$ cat src/rtl/fetch_pkg.sv
// Shared types and constants for the fetch stage: queue entry layout, instruction size, reset PC.
package fetch_pkg;

    localparam int unsigned XLEN_DEFAULT     = 32;
    localparam int unsigned INST_BYTES       = 4;
    localparam logic [31:0] RESET_PC_DEFAULT = '0;

    typedef struct packed {
        logic [XLEN_DEFAULT-1:0] pc;
        logic [XLEN_DEFAULT-1:0] inst;
    } fetch_entry_t;

endpackage

$ cat src/rtl/fetch_fifo.sv
// Generic synchronous FIFO of fetch entries with single-cycle flush; head is read from a register array.
module fetch_fifo
    import fetch_pkg::*;
#(
    parameter type         entry_t = fetch_entry_t,
    parameter int unsigned DEPTH   = 4,
    localparam int unsigned AW     = $clog2(DEPTH),
    localparam int unsigned CW     = $clog2(DEPTH) + 1
) (
    input  logic          clk_i,
    input  logic          rst_n_i,
    input  logic          flush_i,
    input  logic          push_i,
    input  entry_t        entry_i,
    input  logic          pop_i,
    output entry_t        head_o,
    output logic [CW-1:0] count_o
);

    entry_t        mem_q [DEPTH];
    logic [AW-1:0] wr_q;
    logic [AW-1:0] rd_q;
    logic [CW-1:0] count_q;

    always_ff @(posedge clk_i or negedge rst_n_i) begin
        if (!rst_n_i) begin
            wr_q    <= '0;
            rd_q    <= '0;
            count_q <= '0;
            for (int unsigned i = 0; i < DEPTH; i++) begin
                mem_q[i] <= '0;
            end
        end else if (flush_i) begin
            wr_q    <= '0;
            rd_q    <= '0;
            count_q <= '0;
        end else begin
            if (push_i) begin
                mem_q[wr_q] <= entry_i;
                wr_q        <= wr_q + 1'b1;
            end
            if (pop_i) begin
                rd_q <= rd_q + 1'b1;
            end
            count_q <= count_q + CW'(push_i) - CW'(pop_i);
        end
    end

    assign head_o  = mem_q[rd_q];
    assign count_o = count_q;

endmodule

$ cat src/rtl/fetch_queue.sv
// Fetch stage: PC, credit-based requests to a 1-cycle instruction memory, and a decode-facing queue.
// Optional FETCH_BYPASS_EN forwards the memory response straight to decode when the queue is empty.
module fetch_queue
    import fetch_pkg::*;
#(
    parameter int unsigned       XLEN     = XLEN_DEFAULT,
    parameter int unsigned       DEPTH    = 4,
    parameter logic [XLEN-1:0]   RESET_PC = XLEN'(RESET_PC_DEFAULT),
    localparam int unsigned      CW       = $clog2(DEPTH) + 1
) (
    input  logic            clk_i,
    input  logic            rst_n_i,
    input  logic            redirect_i,
    input  logic [XLEN-1:0] redirect_pc_i,
    output logic            im_req_o,
    output logic [XLEN-1:0] im_addr_o,
    input  logic [XLEN-1:0] im_dout_i,
    output logic            inst_valid_o,
    input  logic            inst_ready_i,
    output logic [XLEN-1:0] inst_o,
    output logic [XLEN-1:0] inst_pc_o,
    output logic [CW-1:0]   count_o
);

    typedef struct packed {
        logic [XLEN-1:0] pc;
        logic [XLEN-1:0] inst;
    } entry_t;

    logic [XLEN-1:0] pc_q;
    logic [XLEN-1:0] inflight_pc_q;
    logic            inflight_q;

    logic [CW-1:0]   fifo_count;
    logic            fifo_valid;
    entry_t          fifo_head;
    entry_t          fifo_entry;
    logic            push;
    logic            pop;
    logic            bypass_take;

    assign fifo_valid = (fifo_count != '0);

    // Outstanding response counts against capacity; a same-cycle pop is deliberately not credited.
    assign im_req_o  = !redirect_i &&
                       ((CW+1)'(fifo_count) + (CW+1)'(inflight_q) < (CW+1)'(DEPTH));
    assign im_addr_o = pc_q;

    always_ff @(posedge clk_i or negedge rst_n_i) begin
        if (!rst_n_i) begin
            pc_q          <= RESET_PC;
            inflight_q    <= 1'b0;
            inflight_pc_q <= '0;
        end else begin
            inflight_q <= im_req_o;
            if (redirect_i) begin
                pc_q <= {redirect_pc_i[XLEN-1:2], 2'b00};
            end else if (im_req_o) begin
                pc_q          <= pc_q + XLEN'(INST_BYTES);
                inflight_pc_q <= pc_q;
            end
        end
    end

`ifdef FETCH_BYPASS_EN
    logic bypass;
    assign bypass = !fifo_valid && inflight_q && !redirect_i;

    always_comb begin
        inst_valid_o = fifo_valid && !redirect_i;
        inst_o       = fifo_head.inst;
        inst_pc_o    = fifo_head.pc;
        if (bypass) begin
            inst_valid_o = 1'b1;
            inst_o       = im_dout_i;
            inst_pc_o    = inflight_pc_q;
        end
    end

    assign bypass_take = bypass && inst_ready_i;
`else
    always_comb begin
        inst_valid_o = fifo_valid && !redirect_i;
        inst_o       = fifo_head.inst;
        inst_pc_o    = fifo_head.pc;
    end

    assign bypass_take = 1'b0;
`endif

    assign fifo_entry = '{pc: inflight_pc_q, inst: im_dout_i};
    assign push       = inflight_q && !redirect_i && !bypass_take;
    assign pop        = fifo_valid && inst_ready_i && !redirect_i;
    assign count_o    = fifo_count;

    fetch_fifo #(
        .entry_t (entry_t),
        .DEPTH   (DEPTH)
    ) u_fifo (
        .clk_i   (clk_i),
        .rst_n_i (rst_n_i),
        .flush_i (redirect_i),
        .push_i  (push),
        .entry_i (fifo_entry),
        .pop_i   (pop),
        .head_o  (fifo_head),
        .count_o (fifo_count)
    );

endmodule
$ cat config.mk
export PLATFORM = sky130hd
export DESIGN_NAME = fetch_queue
export DESIGN_NICKNAME = d
export VERILOG_FILES = /design/src/rtl/fetch_pkg.sv /design/src/rtl/fetch_fifo.sv /design/src/rtl/fetch_queue.sv
export SDC_FILE = /design/constraint.sdc
export NUM_CORES = 1
export LEC_CHECK = 0
export ABC_CLOCK_PERIOD_IN_PS = 2150
export CAP_MARGIN = 20
export CORE_AREA = 10 10 246 131
export CTS_BUF_LIST = sky130_fd_sc_hd__clkbuf_8 sky130_fd_sc_hd__clkbuf_16
export CTS_CLUSTER_SIZE = 8
export DETAILED_ROUTE_END_ITERATION = 10
export DIE_AREA = 0 0 256 141
export PLACE_DENSITY_LB_ADDON = 0.12
export SYNTH_ARGS = -nofsm -noshare
export SYNTH_HDL_FRONTEND = slang
export SYNTH_SLANG_ARGS = --single-unit
$ cat constraint.sdc
create_clock -name clk_i -period 2.15 [get_ports clk_i]
set_input_delay 0.43 -clock clk_i [delete_from_list [all_inputs] [get_ports clk_i]]
set_output_delay 0.43 -clock clk_i [all_outputs]
set_load 0.005 [all_outputs]
# Yosys cells after proc, flatten, opt, wreduce, memory -nomap -nowiden
# Cells that the tools add are included.
[op_classes]
n_mux = 13
n_lt_le_gt_ge = 4
n_bitwise = 3
add_sub_neg = 6
n_reduce_logical = 13
[ops]
columns = ["op", "n"]
rows = [
  ["$bwmux 256", 1],
  ["$mux 64", 3],
  ["$bmux 64 s2", 1],
  ["$demux 64 s2", 1],
  ["$mux 32", 2],
  ["$add 32x3->32 const B", 1],
  ["$mux 2", 4],
  ["$ge 3x3->1 const B", 2],
  ["$logic_and 1x1->1", 6],
  ["$not 2->3", 2],
  ["$reduce_bool 2->1", 3],
  ["$add 2x1->2 const B", 2],
  ["$add 3x1->4", 1],
  ["$lt 4x3->1 const B", 1],
  ["$reduce_and 2->1", 2],
  ["$add 3x1->3", 1],
  ["$lt 3x1->1 const B", 1],
  ["$mux 3", 1],
  ["$reduce_bool 3->1", 1],
  ["$sub 3x1->3", 1],
  ["$logic_not 1->1", 1],
  ["$not 1->1", 1],
]
[totals]
register_bits = 328
word_cells = 53
inputBits = 68
out_inout_bits = 101

# Longest topological paths before layout
[depth]
word_depth = 6
mapped_depth = 10
mapped_depth_nobuf = 10

# By module
# A second synthesis with hierarchy kept.
[hier_totals]
cells_unflattened = 949
area_unflattened_um2 = 15379.8
[modules_own_cells]
columns = ["mod", "cells_per_inst", "instances", "seq_area_each_um2", "area_each_um2"]
rows = [
  ["fetch_fifo", 657, 1, 6581.3, 12339.3],
  ["fetch_queue", 292, 1, 1526.5, 3040.4],
]

# Worst setup path after synthesis
# OpenSTA, ideal clock, no wires.
[synth_timing]
path_kind = "in2reg"
from = "input port redirect_i"
to = "register u_fifo.count_q[2] (netlist: u_fifo.count_o[2])"
t_required_ns = 2.018
arrival_ns = 2.045
n_path_buf = 2
path_stages = 10
setup_time_ns = 0.132
setup_slack_ns = -0.027
path_cell_list = "clkbuf_1 -> clkbuf_1 -> nor2_1 -> ha_1 -> inv_1 -> ha_1 -> inv_1 -> fa_1 -> xnor2_1 -> nor2_1"
[synth_via]
elab_chain_cells = 5
elab_cells_between_ends = 6
cone_classes = "2 x add/sub; 1 x mux; 3 x reduce/logical"
[synth_rtl]
columns = ["item", "line_no", "source"]
rows = [
  ["from (decl)", "fetch_queue.sv:13", "input logic redirect_i,"],
  ["$logic_not 1->1", "fetch_queue.sv:92, fetch_queue.sv:93", ""],
  ["$logic_and 1x1->1", "fetch_queue.sv:92", "assign push = inflight_q && !redirect_i && !bypass_take;"],
  ["$add 3x1->3", "fetch_fifo.sv:45", "count_q <= count_q + CW'(push_i) - CW'(pop_i);"],
  ["$sub 3x1->3", "fetch_fifo.sv:45", ""],
  ["$mux 3 *", "fetch_fifo.sv:33", "end else if (flush_i) begin"],
  ["to (signal assigned)", "fetch_fifo.sv:45", ""],
  ["to (decl)", "fetch_fifo.sv:23", "logic [CW-1:0] count_q;"],
]
# Mark *: on every way between the ends. The rest lies on a longest branch, timed or not.
# A chain may end at the register's enable or synchronous reset.

# Final worst setup path
[layout_timing]
from = "register u_fifo.rd_q[0]"
to = "output port inst_o[14]"
[layout_via]
elab_chain_cells = 4
[layout_rtl]
columns = ["item", "line_no", "source"]
rows = [
  ["from (decl)", "fetch_fifo.sv:22", "logic [AW-1:0] rd_q;"],
  ["from (signal assigned)", "fetch_fifo.sv:43", "rd_q <= rd_q + 1'b1;"],
  ["$not 2->3 (implied by the code)", "fetch_fifo.sv:49", "assign head_o = mem_q[rd_q];"],
  ["$bmux 64 s2", "fetch_fifo.sv:49", ""],
  ["$mux 64 (implied by the code) (2 in a row)", "fetch_fifo.sv:49", ""],
  ["to (decl)", "fetch_queue.sv:20", "output logic [XLEN-1:0] inst_o,"],
]
# Every way passes these cells. The select of a mux whose other input is x is not followed.

==> run_results.csv <==
group,metric,value,unit
timing,worst_slew_pin_slew,0.509,ns
synthesis,synth-edff-count,0,
drt,vias,8798,
layout,area_delta_synth_final,29.4,%
drt,drc_errors,0,
drt,drt-initial-drc-count,635,
drt,wl_per_cell,22.0,µm
drt,viasPerCell,5.50,
die,die_area,36100,µm²
die,start_util,49.8,%
layout,antenna_cells,0,
place,dp_hpwl,22.8,mm
die,ioPinCount,169,
clock_network,clkSinkCount,316,
pwr,ir_drop,0.719,mV
global_routing,grt_max_degree,76,
die,core,28200,µm²
clock_network,cts_buffer_depth,3,
layout,drive_gt1_share,43.6,%
synthesis,ys_warn_count,0,
pwr,fin_total_pwr,24.4,mW
pwr,power.leakage,8.25,nW
global_routing,globalRouteOverflowTotal,0,
synthesis,ys_seq_elements,316,
global_routing,grt_pass1_wl,55.8,mm
critical_path,path_buf_inv,5,
critical_path,arrival,2.15,ns
synthesis,synth_flop_cell,"dfrtp_1",
critical_path,cp_top_family,"buffers and inverters",
clock_network,cts_buffers,45,
global_routing,grt_util_all_layers,19.5,%
synthesis,synth_async_sr_flop_share,100,%
clock_network,cts_tree,"built",
clock_network,clk_pin_slew,0.05,ns
pwr,p_per_area,1340,nW/µm²
timing,setup_viol,63,
timing,min_period,2.58,ns
job,cap_violations,0,
timing,finalCritPeriodShare,120,%
critical_path,critical_path.cell_chain,"buf_12 > buf_12 > buf_16 > buf_6 > mux4_2 > buf_6",
synthesis,synthTopCellsByArea,"dfrtp_1, mux2_2, mux4_2",
timing,rsz0062_at_grt,"yes",
hold_path,hp-class,"input port to register",
critical_path,worstPathRequired,1.72,ns
drt,firstDrtPassIters,4,
synthesis,yosysTopAreaCell,"dfrtp_1",
timing,final-max-slew-violation-count,0,
timing,fin_skew,0.0201,ns
synthesis,syn_area,14000,µm²
layout,fill_cells,2084,
critical_path,cp_max_fo,6,
timing,fmax,0.387,GHz
place,gp_congestion,0.876,
critical_path,critPathSlowestCell,"dfrtp_4",
layout,final_cells,1601,
clock_network,htreeDepth,2,
layout,nets,1284,
timing,fin_ws,-0.433,ns
status,status,"finished with violations",
die,die_w,256,µm
critical_path,slowest_delay,0.51,ns
die,fp.dieH,141,µm
synthesis,ys_seq_area_share,56.3,%
drt,ant_nets,0,
clock_network,root_buffer,"clkbuf_16",
timing,finalHoldViolCount,0,
critical_path,critPathLaunchType,"register",
critical_path,end_kind,"output port",
clock_network,clk_latency,0.54,ns
synthesis,ys_types,43,
synthesis,syn_inst,975,
die,fp-row-count,44,
timing,slew_headroom,66.1,%
synthesis,avgSynthCellArea,14.4,µm²
place,port_buffers,162,
drt,routed_wirelength,35.2,mm
status,violations,"negative setup slack",
critical_path,crit_type,"register to output port",
global_routing,antenna_found_initial,0,
global_routing,grt_pass1_vias,9244,
synthesis,synth_top_cell_area_share,56.3,%
place,place_inst,1523,
## Yosys cell counts, drive strengths merged (2+ instances only)
library cell,count
nor3,7
nor4,8
and2,2
mux4,62
ha,8
and3,5
a31oi,2
mux2,248
buf,43
dfrtp,316
nor2b,2
nor2,11
nand3,10
clkbuf,17
xnor2,22
o21ai,30
inv,8
nand2,133
xor2,9
and4,2
nor4b,5
mux2i,2
nand4,11
## layer usage
metal | vias to the layer above | wire length (µm) | track usage (%)
met1 | 4630 | 17600 | 29.5
met2 | 175 | 15600 | 28.6
li1 | 3955 | - | -
met4 | 0 | 381 | 3.55
met3 | 38 | 1740 | 4.20
met5 | - | 0 | 0
## kinds of logic (layout without fill, tap and decap cells)
family                   count (synthesis)  count (layout)  synth area share, %
AO/OA/AOI/OAI                           38              38                 1.51
XOR/XNOR                                31              31                 1.93
adder cells (fa/ha/maj)                  9               9                0.855
buffers and inverters                   68             300                 2.34
flip-flops                             316             316                 56.3
multiplexers                           312             312                 30.0
other                                    1               4               0.0267
AND/OR/NAND/NOR                        200             200                 7.08
## state kept, by name, indices dropped and copies added (netlist names)
| signal | cells |
|---|---|
| u_fifo.mem_q | 248 |
| u_fifo.rd_q | 2 |
| inflight_pc_q | 30 |
| u_fifo.count_o | 3 |
| im_addr_o | 30 |
| inflight_q | 1 |
| u_fifo.wr_q | 2 |
## power breakdown
part | switching, mW | total, mW | leakage [nW] | internal, mW
logic | 3.10 | 8.35 | 3.63 | 5.25
registers | 1.40 | 9.67 | 4.01 | 8.27
clock network | 2.41 | 6.34 | 0.603 | 3.93
## final cells by class
| type | instances | area, µm² | area share, % |
|---|---|---|---|
| Clock buffer | 47 | 1180 | 6.47 |
| Clock inverter | 3 | 42.5 | 0.234 |
| Timing Repair Buffer | 242 | 2550 | 14.0 |
| Multi-Input combinational cell | 594 | 5980 | 32.9 |
| Tap cell | 391 | 489 | 2.69 |
| Sequential cell | 316 | 7910 | 43.5 |
| Inverter | 8 | 32.5 | 0.179 |
## stage by stage
step | cell area, µm² | TNS [ns] | hold WS (ns) | setup slack [ns] | utilization, %
finish | 18200 | -20.57 | 0.289 | -0.433 | 64.5
global route | 18200 | -23.68 | 0.276 | -0.482 | 64.5
CTS | 17900 | -22.08 | 0.250 | -0.453 | 63.7
detailed placement | 16600 | -0.808 | 0.374 | -0.114 | 58.8
global placement | 16600 | -0.758 | 0.374 | -0.115 | 58.8
floorplan | 14100 | 0 | 0.134 | 0.0704 | -
## worst paths after layout
path                                              start                            to  slack [ns]  cells after the start
min reg2reg                u_fifo.mem_q[91]$_DFFE_PN0P_  u_fifo.mem_q[91]$_DFFE_PN0P_        0.50                      1
max                          u_fifo.rd_q[0]$_DFFE_PN0P_                    inst_o[14]       -0.43                      6
max reg2reg                 u_fifo.count_o[2]$_DFF_PN0_   u_fifo.count_o[2]$_DFF_PN0_        0.01                     11
min                                          redirect_i   u_fifo.count_o[2]$_DFF_PN0_        0.29                      2
max in group asynchronous                       rst_n_i  u_fifo.mem_q[92]$_DFFE_PN0P_        1.02                      3
min in group asynchronous                       rst_n_i  u_fifo.mem_q[38]$_DFFE_PN0P_        0.40                      2
## layout by cell type (no fill, tap or decap), types with 3 or more instances in the layout
master	count
nor4_4	3
and3_1	5
buf_6	22
ha_1	5
buf_2	32
nor4b_4	3
mux2_2	248
buf_12	29
nor4_2	3
buf_16	5
conb_1	4
xor2_1	9
mux4_2	62
clkdlybuf4s50_1	96
nand3_1	10
nand2_4	4
dfrtp_1	313
o21ai_0	24
nand4_1	9
clkbuf_16	47
dlygate4sd2_1	12
nor2_1	9
xnor2_1	21
buf_4	42
nor3_1	6
inv_1	6
nand2_1	128
o21ai_1	6
## what timing repair did
item / 4_1_cts / 5_1_grt
setup endpoints to repair: 66 / 68
gates cloned: 5 / 0
hold buffers: 1 / 0
resized for setup: 239 / 45
pin swaps: 0 / 9
endpoints found under the hold margin: 41 / 0
setup buffers: 13 / 13
Note: power is estimated with default switching activity, not from simulation.
